[src/rtl/if_fetch_stage.sv]
// Instruction-fetch stage feeding the IF/ID latch.
// Owns the fetch PC, keeps at most one instruction-memory request in flight,
// buffers one fetched instruction and drives NOP bubbles when the buffer is empty.
//
// state | meaning
// ------+-----------------------------------------------------------------
// IDLE  | no request outstanding; may issue when buffer is free or draining
// WAIT  | request outstanding, result wanted
// KILL  | stale request outstanding after a redirect; result is discarded
module if_fetch_stage #(
    parameter logic [31:0] RESET_PC  = 32'h00000000,
    parameter logic [31:0] NOP_INSTR = 32'h00000013
) (
    input  logic        clk,
    input  logic        rst,
    input  logic        en,
    input  logic        stall,
    input  logic        redirect,
    input  logic [31:0] redirect_pc,
    output logic        imem_req,
    output logic [31:0] imem_addr,
    input  logic        imem_ack,
    input  logic [31:0] imem_rdata,
    output logic [31:0] pc_out,
    output logic [31:0] ir_out,
    output logic        if_valid
);

    typedef enum logic [1:0] {
        S_IDLE = 2'd0,
        S_WAIT = 2'd1,
        S_KILL = 2'd2
    } state_t;

    state_t      state_q, state_d;
    logic [31:0] req_addr_q, req_addr_d;
    logic [31:0] redir_pc_q, redir_pc_d;
    logic [31:0] pc_buf_q, pc_buf_d;
    logic [31:0] ir_buf_q, ir_buf_d;
    logic        buf_valid_q, buf_valid_d;

    logic advance;
    logic redir;
    logic issue;
    logic req_raw;

    assign advance = en & ~stall;
    assign redir   = en & redirect;
    // A new fetch may only start when the buffer has room at the next edge,
    // which is why an arriving ack can never overflow the buffer.
    assign issue   = (~buf_valid_q | advance) & ~redir;

    // Request is combinational; a reset abandons any transaction immediately.
    always_comb begin
        req_raw = 1'b0;
        unique case (state_q)
            S_IDLE:  req_raw = issue;
            S_WAIT:  req_raw = 1'b1;
            S_KILL:  req_raw = 1'b1;
            default: req_raw = 1'b0;
        endcase
    end

    assign imem_req  = req_raw & ~rst;
    assign imem_addr = req_addr_q;

    assign pc_out   = pc_buf_q;
    assign ir_out   = buf_valid_q ? ir_buf_q : NOP_INSTR;
    assign if_valid = buf_valid_q;

    // Next-state logic: redirect beats ack/load, which beats the advance drain.
    always_comb begin
        state_d     = state_q;
        req_addr_d  = req_addr_q;
        redir_pc_d  = redir_pc_q;
        pc_buf_d    = pc_buf_q;
        ir_buf_d    = ir_buf_q;
        buf_valid_d = buf_valid_q & ~advance;

        unique case (state_q)
            S_IDLE: begin
                if (redir) begin
                    buf_valid_d = 1'b0;
                    req_addr_d  = redirect_pc;
                end else if (issue && imem_ack) begin
                    pc_buf_d    = req_addr_q;
                    ir_buf_d    = imem_rdata;
                    buf_valid_d = 1'b1;
                    req_addr_d  = req_addr_q + 32'd4;
                end else if (issue) begin
                    state_d = S_WAIT;
                end
            end
            S_WAIT: begin
                if (imem_ack && !redir) begin
                    pc_buf_d    = req_addr_q;
                    ir_buf_d    = imem_rdata;
                    buf_valid_d = 1'b1;
                    req_addr_d  = req_addr_q + 32'd4;
                    state_d     = S_IDLE;
                end else if (imem_ack && redir) begin
                    buf_valid_d = 1'b0;
                    req_addr_d  = redirect_pc;
                    state_d     = S_IDLE;
                end else if (redir) begin
                    buf_valid_d = 1'b0;
                    redir_pc_d  = redirect_pc;
                    state_d     = S_KILL;
                end
            end
            S_KILL: begin
                // The old address stays on the bus until memory answers.
                buf_valid_d = 1'b0;
                if (redir) begin
                    redir_pc_d = redirect_pc;
                end
                if (imem_ack) begin
                    req_addr_d = redir ? redirect_pc : redir_pc_q;
                    state_d    = S_IDLE;
                end
            end
            default: begin
                state_d = S_IDLE;
            end
        endcase
    end

    // State and buffer registers with asynchronous reset.
    always_ff @(posedge clk or posedge rst) begin
        if (rst) begin
            state_q     <= S_IDLE;
            req_addr_q  <= RESET_PC;
            redir_pc_q  <= 32'd0;
            pc_buf_q    <= 32'd0;
            ir_buf_q    <= 32'd0;
            buf_valid_q <= 1'b0;
        end else begin
            state_q     <= state_d;
            req_addr_q  <= req_addr_d;
            redir_pc_q  <= redir_pc_d;
            pc_buf_q    <= pc_buf_d;
            ir_buf_q    <= ir_buf_d;
            buf_valid_q <= buf_valid_d;
        end
    end

endmodule

[config.mk]
export PLATFORM = sky130hd
export DESIGN_NAME = if_fetch_stage
export DESIGN_NICKNAME = d
export VERILOG_FILES = /design/src/rtl/if_fetch_stage.sv
export SDC_FILE = /design/constraint.sdc
export NUM_CORES = 1
export LEC_CHECK = 0
export ABC_AREA = 1
export CAP_MARGIN = 20
export CORE_MARGIN = 5
export CORE_UTILIZATION = 45
export CTS_CLUSTER_SIZE = 28
export DETAILED_ROUTE_END_ITERATION = 8
export PLACE_DENSITY = 0.72
export SLEW_MARGIN = 20
export SYNTH_ARGS = -nofsm -noshare
export SYNTH_HDL_FRONTEND = slang
export SYNTH_SLANG_ARGS = --single-unit
[constraint.sdc]
create_clock -name clk -period 9.95 [get_ports clk]
set_input_delay 1.99 -clock clk [delete_from_list [all_inputs] [get_ports clk]]
set_output_delay 1.99 -clock clk [all_outputs]
set_load 0.02 [all_outputs]
==> results.ini, run 1 <==
[outcome]
status=complete, no violations

[worst_hold_path]
min_to=pc_out[13]$_DFFE_PP0P_
worstHoldPathType=reg2reg
worstHoldPathCells=2
min_from=pc_out[13]$_DFFE_PP0P_

[sta]
maxSlewViolCount=0
hold_viol=0
skew_ns=0.00754
whs_ns=0.470
worst_pin_slew_ns=1.00
min_period_ns=6.23
setup_violations=0
period_share_pct=62.6
slew_headroom_pct=32.9
setup_tns_ns=0
postLayoutSetupSlackWorst_ns=3.72
max_freq_mhz=161
rsz0062_at_grt=no

[floorplan]
start_util_pct=46.1
coreArea_um2=16700
die_height_um=141
fp.dieW_um=141
num_io_pins=168
rows=47
dieArea_um2=19800

[pwr]
p_sw_share_pct=46.5
clock_power_share_pct=18.3
ir_drop_mv=0.157
p_int_uw=1880
power.density_nw_per_um2=349
p_sw_uw=1630
p_leak_uw=0.00508
p_seq_share_pct=28.4
p_comb_share_pct=53.3

[yosys]
yosysMostFrequentCell=nand2_1
synth_top_family_by_area=simple AND/OR/NAND/NOR gates
yosysTopAreaCell=dfrtp_1
synth_edf_count=0
ys_top_cells_by_area=dfrtp_1 43%, nand2_1 24%, nand3_1 6.1%, o21ai_0 6.1%, inv_1 6.1%
netlist_area_um2=7700
ys_ff_latch=131
yosys.area_share.simple_pct=34.6
synth_cell_types=30
synth_compound_area_share_pct=10.7
yosysSeqAreaShare_pct=42.6
syn_area_per_cell_um2=6.68
ys.flop_type=dfrtp_1
synth_common_cells=500 x nand2_1, 131 x dfrtp_1, 125 x inv_1, 94 x nand3_1, 94 x o21ai_0
synthCells=1154
synth.area.mux_share_pct=0
synth_top_area_share_pct=42.6
syn_nets=1229
synthXorXnorAreaFrac_pct=1.36
ys_warn_count=0
synthAdderAreaFrac_pct=0.812
synthArstFlopShare_pct=100

[detailed_routing]
ant_nets=0
viasPerCell=5.00
vias=7604
met2_length_um=9730
route.met3.wl_um=1310
wl_met1_um=10600
drt_pre_antenna_iters=5
routed_wl_um=22200
drt_iter0_markers=627
drc=0
top_layer=met4
wl_per_cell_um=14.6

[setup_path]
critical_path_required_ns=7.96
crit_fanout=100
reg2reg_depth=11
cp_cell_sequence=clkdlybuf4s50_1, nand2_2, buf_4, nand3_1, a211oi_1, clkdlybuf4s50_1
crit_path_start_kind=input port
reg2reg_to=imem_addr[1]$_DFFE_PP0P_
cp_slowest_cell=clkdlybuf4s50_1
cpPeakStageDelay_ns=0.65
crit_type=in2out
cp.arrival_ns=4.24
r2r-start=state_q[0]$_DFFE_PP0P_
crit_buf_inv=3
critPathTopFamily=buffers and inverters
r2r_slack_ns=6.80
endpoint_kind=output port
crit_top_cell=clkdlybuf4s50_1

[clocking]
cts_num_sinks=131
cts-root-buf=clkbuf_16
cts_hold_buf=0
cts_resized=0
tritoncts=built
cts_setup_buffers=0
cts_htree_levels=4
path_clk_slew_ns=0.06
cts-buffers-inserted=17
clk_latency_ns=0.42
clockBufferDepth=2

[finish]
nNetsFinal=1364
area_delta_synth_final_pct=30.4
n_fill_cell=1595
seq_area_um2=3280
drive_gt1_share_pct=4.22
antennaDiodeCount=0
multi_input_area_um2=3660

[grt]
grt_pass1_wl_um=35900
antenna_found_initial=0
grt_start_max_net_pins=101
grt_pass1_vias=6929
grt.overflow.total=0
grtUsageTotal_pct=22.2

[placed_design]
dp.final_hpwl_um=15500
dpl_worst_slack_ns=3.68
gp_congestion=0.860
io_buffers=167

[run]
maxCapViolCount=0

==> power groups by stage <==
stage / sequential, uW / combinational [uW] / clock [uW]
floorplan: 1070 / 1130 / 0
global placement: 994 / 1830 / 0
detailed placement: 1000 / 1860 / 0
CTS: 993 / 1880 / 654
global route: 1030 / 2090 / 680
finish: 996 / 1870 / 643
==> state kept, by name (all words and copies together), names as in the netlist <==
name        cells
state_q         2
redir_pc_q     32
ir_buf_q       32
imem_addr      32
pc_out         32
if_valid        1
==> worst max-delay path by stage <==
stage / endpoint / slack, ns / depth (start not counted) / start
floorplan: if_valid$_DFF_PP0_ / 4.46 / 1 / rst
global placement: imem_req / 3.77 / 6 / en
detailed placement: imem_req / 3.68 / 6 / en
CTS: imem_req / 3.67 / 6 / en
global route: imem_req / 3.54 / 6 / en
finish: imem_req / 3.72 / 6 / en
==> worst register-to-register path, stage by stage, from the launching register on <==
cell,delay (ns)
dfrtp_1,0.38
inv_1,0.09
ha_1,0.20
buf_4,0.26
inv_1,0.10
nor2_1,0.05
nor3_1,0.16
nand2_1,0.62
inv_2,0.79
o21ai_1,0.23
nand2_1,0.10
o21ai_0,0.07
==> stage by stage <==
stage / power, uW / utilization [%] / instances / instance area (um2)
floorplan: 2210 / - / 1154 / 7700
detailed placement: 2860 / 56.5 / 1490 / 9440
global placement: 2830 / 56.5 / 1490 / 9440
finish: 3510 / 60.2 / 1522 / 10000
CTS: 3520 / 60.2 / 1522 / 10000
global route: 3800 / 60.2 / 1522 / 10000
==> routing by layer <==
layer | global-route usage (%) | up-vias
met5 | 0 | -
met4 | 8.41 | 0
met3 | 3.56 | 41
met2 | 33.7 | 270
met1 | 32.0 | 3423
li1 | - | 3870
==> layout by cell type, fill, tap and decap left out, drive strengths merged, types with 9 or more instances in the layout <==
cell type      synthesis  final
a211oi                19     19
a21oi                 18     18
buf                   24      9
clkbuf                36     18
clkdlybuf4s50          0    167
dfrtp                131    131
inv                  127    131
nand2                502    502
nand3                 95     95
nor2                  67     67
o21ai                101    101
xor2                  12     12
==> cell families after synthesis <==
kind of cell               after synthesis
AOI/OAI and AO/OA                      148
xor gates and xnor gates                12
adders and majority gates                5
buffers and inverters                  188
DFF                                    131
and+or+nand+nor                        670
==> area by class of cell <==
cell class / count / share of cell area, %
well taps: 220 / 2.74
clock inverters: 14 / 1.78
flip-flops and latches: 131 / 32.6
inverters: 128 / 4.81
clock buffers: 18 / 4.27
multi-input cells: 835 / 36.5
repair buffers: 176 / 17.3
Power figures use the tool's default switching activity.
==> run 2: changes to the inputs <==
clock period = 5.9 ns   (was 9.95 ns; I/O delays follow)
==> run 2 against run 1 <==
Sequential share of layout area is 0.28 points lower. First-iteration DRC count is 4.5% lower. Clock-buffer cell count is 6 higher. Flip-flop and latch count stayed put. Critical path depth is 1 lower. Sequential power is 67% higher. Cell count is 0.13% higher. Clock skew is 0.0028 ns lower. Global-route usage is 0.20 points higher. Critical endpoint unchanged. Largest power group unchanged.
==> results.ini, run 2 (synthesis results as in run 1) <==
[outcome]
status=complete, no violations  ; unchanged

[sta]
rsz0062_at_grt=no  ; unchanged
skew_ns=0.00474  ; was 0.00754 ns
maxSlewViolCount=0  ; unchanged
min_period_ns=4.31
postLayoutSetupSlackWorst_ns=1.59  ; was 3.72 ns
slew_headroom_pct=39.0  ; was 32.9%
period_share_pct=73.1
setup_tns_ns=0  ; unchanged
hold_viol=0  ; unchanged
max_freq_mhz=232
worst_pin_slew_ns=0.913  ; was 1.00 ns
setup_violations=0  ; unchanged

[setup_path]
crit_buf_inv=2  ; was 3
r2r-start=state_q[0]$_DFFE_PP0P_  ; unchanged
cp.arrival_ns=3.13  ; was 4.24 ns
critPathTopFamily=buffers and inverters  ; unchanged
crit_type=in2out  ; unchanged
endpoint_kind=output port  ; unchanged
cpPeakStageDelay_ns=0.65  ; about the same
cp_slowest_cell=clkdlybuf4s50_1  ; unchanged
crit_fanout=40  ; was 100
cp_cell_sequence=clkdlybuf4s50_1, nand2_2, nand3_1, a211oi_1, clkdlybuf4s50_1  ; was clkdlybuf4s50_1, nand2_2, buf_4, nand3_1, a211oi_1, clkdlybuf4s50_1
critical_path_required_ns=4.72  ; was 7.96 ns
crit_top_cell=clkdlybuf4s50_1  ; unchanged
crit_path_start_kind=input port  ; unchanged
crit_start=en  ; unchanged

[floorplan]
dieArea_um2=19800  ; unchanged
start_util_pct=46.1  ; unchanged
coreArea_um2=16700  ; unchanged
num_io_pins=168  ; unchanged
rows=47  ; unchanged
fp.dieW_um=141  ; unchanged
die_height_um=141  ; unchanged

[finish]
area_delta_synth_final_pct=31.5  ; was 30.4%
seq_area_um2=3280  ; about the same
antennaDiodeCount=0  ; unchanged
mostFrequentLayoutCell=nand2_1  ; unchanged
nNetsFinal=1366  ; was 1,364
n_fill_cell=1596  ; was 1,595
final_cell_area_um2=10100  ; was 10,000 um2
drive_gt1_share_pct=4.29  ; was 4.22%
final_cell_mix=499 x nand2_1, 167 x clkdlybuf4s50_1, 131 x dfrtp_1, 124 x inv_1  ; was 499 x nand2_1, 167 x clkdlybuf4s50_1, 130 x dfrtp_1, 124 x inv_1
multi_input_area_um2=3660  ; unchanged

[clocking]
clk_latency_ns=0.42  ; about the same
clockBufferDepth=2  ; unchanged
path_clk_slew_ns=0.05  ; was 0.06 ns
cts_num_sinks=131  ; unchanged
cts_htree_levels=4  ; unchanged
cts_setup_buffers=0  ; unchanged
cts_hold_buf=0  ; unchanged
cts-root-buf=clkbuf_16  ; unchanged
cts_resized=0  ; unchanged
cts-buffers-inserted=17  ; unchanged
tritoncts=built  ; unchanged

[run]
maxCapViolCount=0  ; unchanged

[placed_design]
place_area_um2=9470  ; was 9440 um2
dpl_worst_slack_ns=1.56  ; was 3.68 ns
gp_congestion=0.819  ; was 0.860
io_buffers=167  ; unchanged
dp.final_hpwl_um=15700  ; was 15,500 um

[worst_hold_path]
min_from=pc_out[13]$_DFFE_PP0P_  ; unchanged
worstHoldPathType=reg2reg  ; unchanged

[detailed_routing]
drc=0  ; unchanged
wl_per_cell_um=14.6  ; about the same
vias=7590  ; was 7,604
drt_iter0_markers=599  ; was 627
viasPerCell=4.98  ; was 5.00
drt_pre_antenna_iters=5  ; unchanged
ant_nets=0  ; unchanged
routed_wl_um=22200  ; about the same

[pwr]
ir_drop_mv=0.314  ; was 0.157 mV
power.density_nw_per_um2=593  ; was 349 nW/um2
p_leak_uw=0.00513  ; was 0.00508 uW

[grt]
grtUsageTotal_pct=22.4  ; was 22.2%
grt_pass1_wl_um=36000  ; was 35,900 um
antenna_found_initial=0  ; unchanged
grt.overflow.total=0  ; unchanged
grt_pass1_vias=6816  ; was 6,929
grt_start_max_net_pins=88  ; was 101

==> run 2: changes by cell type in the layout (fill, tap and decap cells not counted) <==
cell        previous run  this run
clkinvlp_4             3         2
dfrtp_2                1         0
clkinv_4               3         0
dfrtp_1              130       131
clkinv_2               1         2
inv_6                  4         0
buf_16                 0         1
clkbuf_8               0         6
bufinv_16              3         4
buf_4                  9        10
==> run 2: power by group <==
group          switching (uW)  internal (uW)
clock network             393            774
registers                 345           1320
logic                    1980           1190
total                    2720           3290
==> run 2: cell type report <==
type	count	area share (%)
Sequential cell	131	32.4
Clock inverter	8	1.43
Inverter	128	4.77
Multi-Input combinational cell	835	36.2
Clock buffer	24	5.05
Timing Repair Buffer	178	17.5
Tap cell	220	2.72
==> run 2: path summary, 6_finish.rpt <==
path	end	slack [ns]	depth (start not counted)
worst max-delay path	imem_req	1.59	5
worst min-delay path	pc_out[13]$_DFFE_PP0P_	0.47	2
worst max register to register	imem_addr[1]$_DFFE_PP0P_	2.87	11
worst min register to register	pc_out[13]$_DFFE_PP0P_	0.47	2
max in group asynchronous	pc_out[28]$_DFFE_PP0P_	3.67	3
min in group asynchronous	pc_out[0]$_DFFE_PP0P_	1.14	2
==> run 2: per-layer routing <==
layer  GRT usage, %  vias up  routed length [um]
met5              0        -                   0
met4           7.80        0                 481
met3           4.23       32                1500
met2           32.7      268                9560
met1           33.3     3408               10600
li1               -     3882                   -
==> run 2: through the flow <==
step,util (%),power [uW],hold slack (ns),cells
3_5_place_dp,56.7,4850,0.458,1492
6_report,60.7,6010,0.470,1524
3_3_place_gp,56.6,4770,0.453,1491
2_1_floorplan,-,3720,0.442,1154
5_1_grt,60.7,6490,0.486,1524
4_1_cts,60.7,6030,0.472,1524
==> run 2: worst min-delay path, stage by stage, from the launching register on <==
cell	delay (ns)
dfrtp_1	0.34
nand2_1	0.05
nand2_1	0.04
==> run 3: changes to the inputs <==
PLACE_DENSITY = 0.75   (was 0.72)
clock period = 3.9 ns   (was 5.9 ns; I/O delays follow)
==> run 3 against run 2 <==
Critical path depth did not move. Worst hold slack got worse by 0.0029 ns. Worst setup slack got worse by 1.0 ns. Clock skew rose by 0.0012 ns. Critical endpoint unchanged. Cell count rose by 0.26%. Sequential power rose by 53%.
==> results.ini, run 3 (synthesis results as in run 1) <==
[floorplan]
rows=47  ; unchanged
coreArea_um2=16700  ; unchanged
fp.dieW_um=141  ; unchanged
start_util_pct=46.1  ; unchanged
die_height_um=141  ; unchanged
num_io_pins=168  ; unchanged
dieArea_um2=19800  ; unchanged

[detailed_routing]
route.met3.wl_um=1370  ; was 1500 um
routed_wl_um=22100  ; was 22,200 um
viasPerCell=5.00  ; was 4.98
vias=7638  ; was 7,590
drt_iter0_markers=625  ; was 599
ant_nets=0  ; unchanged
wl_per_cell_um=14.5  ; was 14.6 um
wl_met1_um=10500  ; was 10,600 um
drc=0  ; unchanged
met2_length_um=9740  ; was 9560 um
top_layer=met4  ; unchanged
drt_pre_antenna_iters=5  ; unchanged

[placed_design]
dp.final_hpwl_um=15900  ; was 15,700 um
gp_congestion=0.860  ; was 0.819
io_buffers=167  ; unchanged

[clocking]
cts_setup_buffers=0  ; unchanged
clockBufferDepth=2  ; unchanged
cts_htree_levels=4  ; unchanged
tritoncts=built  ; unchanged
clk_latency_ns=0.42  ; about the same
cts_hold_buf=0  ; unchanged
path_clk_slew_ns=0.06  ; was 0.05 ns
cts-buffers-inserted=17  ; unchanged
cts_num_sinks=131  ; unchanged
cts-root-buf=clkbuf_16  ; unchanged
cts_resized=0  ; unchanged

[setup_path]
cp_slowest_cell=clkdlybuf4s50_1  ; unchanged
crit_type=reg2out  ; was in2out
r2r-start=if_valid$_DFF_PP0_  ; was state_q[0]$_DFFE_PP0P_
endpoint_kind=output port  ; unchanged
r2r_slack_ns=1.22  ; was 2.87 ns
crit_fanout=13  ; was 40
cp_cell_sequence=inv_1, ha_1, clkinv_1, a211oi_1, clkdlybuf4s50_1  ; was clkdlybuf4s50_1, nand2_2, nand3_1, a211oi_1, clkdlybuf4s50_1
crit_start=state_q[1]$_DFFE_PP0P_  ; was en
crit_buf_inv=3  ; was 2
crit_path_start_kind=register  ; was input port
critPathTopFamily=buffers and inverters  ; unchanged
cpPeakStageDelay_ns=0.64  ; was 0.65 ns
critical_path_required_ns=3.12  ; was 4.72 ns
cp.arrival_ns=2.55  ; was 3.13 ns

[sta]
worst_pin_slew_ns=1.14  ; was 0.913 ns
skew_ns=0.00589  ; was 0.00474 ns
period_share_pct=85.5
setup_tns_ns=0  ; unchanged
hold_viol=0  ; unchanged
max_freq_mhz=300
setup_violations=0  ; unchanged
min_period_ns=3.33
maxSlewViolCount=0  ; unchanged
rsz0062_at_grt=no  ; unchanged
slew_headroom_pct=23.9  ; was 39.0%

[worst_hold_path]
worstHoldPathType=reg2reg  ; unchanged
min_from=pc_out[1]$_DFFE_PP0P_  ; was pc_out[13]$_DFFE_PP0P_

[grt]
grt_pass1_vias=6856  ; was 6,816
grt.overflow.total=0  ; unchanged
grtUsageTotal_pct=22.5  ; was 22.4%
grt_start_max_net_pins=85  ; was 88
grt_pass1_wl_um=36000  ; about the same
antenna_found_initial=0  ; unchanged

[finish]
area_delta_synth_final_pct=30.5  ; was 31.5%
antennaDiodeCount=0  ; unchanged
nNetsFinal=1370  ; was 1,366
drive_gt1_share_pct=4.66  ; was 4.29%
final_cell_mix=499 x nand2_1, 167 x clkdlybuf4s50_1, 131 x dfrtp_1, 124 x inv_1  ; unchanged
fin_util_pct=60.2  ; was 60.7%
mostFrequentLayoutCell=nand2_1  ; unchanged

[outcome]
status=complete, no violations  ; unchanged

[pwr]
power.density_nw_per_um2=877  ; was 593 nW/um2
ir_drop_mv=0.508  ; was 0.314 mV
p_leak_uw=0.00510  ; was 0.00513 uW
p_total_uw=8810  ; was 6010 uW

[run]
maxCapViolCount=0  ; unchanged

-- run 3: cell count changes in the layout (fill, tap and decap cells not counted) --
cell        delta
buf_16         -1
buf_12         +1
inv_6          +4
buf_4          +4
clkinvlp_4     +1
inv_4          -1
bufinv_16      -4
clkbuf_8       -4
clkinv_2       +1
clkinv_4       +4
clkbuf_1       -1
-- run 3: layer usage --
| layer | track usage (%) | vias up |
|---|---|---|
| met3 | 3.83 | 30 |
| met5 | 0 | - |
| met4 | 7.24 | 0 |
| met2 | 33.9 | 254 |
| li1 | - | 3886 |
| met1 | 33.1 | 3468 |
-- run 3: area by class of cell --
class / count / area [um2]
Multi-Input combinational cell: 835 / 3660
Inverter: 128 / 484
Timing Repair Buffer: 182 / 1800
Tap cell: 220 / 275
Clock buffer: 19 / 453
Fill cell: 1598 / 6650
Sequential cell: 131 / 3280
Clock inverter: 13 / 100
-- run 3: path summary, 6_finish.rpt --
kind / endpoint / cells after the start
hold / removal: pc_out[1]$_DFFE_PP0P_ / 2
hold reg to reg: pc_out[1]$_DFFE_PP0P_ / 2
max in group asynchronous: ir_buf_q[28]$_DFFE_PP0P_ / 3
min in group asynchronous: ir_buf_q[24]$_DFFE_PP0P_ / 2
setup reg to reg: pc_out[7]$_DFFE_PP0P_ / 6
setup / recovery: imem_req / 5
-- run 3: worst reg2reg max path: cells and delay by family (launching register included) --
| kind | cells | cell delay (ns) |
|---|---|---|
| flip-flops | 1 | 1.09 |
| buffers and inverters | 1 | 0.63 |
| AO/OA/AOI/OAI | 3 | 0.53 |
| AND/OR/NAND/NOR | 2 | 0.27 |
-- run 3: where the power goes --
group          internal (uW)  switching [uW]  leakage [uW]
clock                    853             630      0.000270
combinational           1800            2990       0.00318
sequential              1990             545       0.00165
total                   4650            4160       0.00510
-- run 3: stage by stage --
stage,hold WS [ns],std cells,area [um2],setup slack [ns]
2_1_floorplan,0.442,1154,7710,1.10
3_3_place_gp,0.452,1496,9500,0.666
3_5_place_dp,0.457,1496,9500,0.613
4_1_cts,0.473,1528,10100,0.547
5_1_grt,0.483,1528,10100,0.447
6_report,0.467,1528,10100,0.567
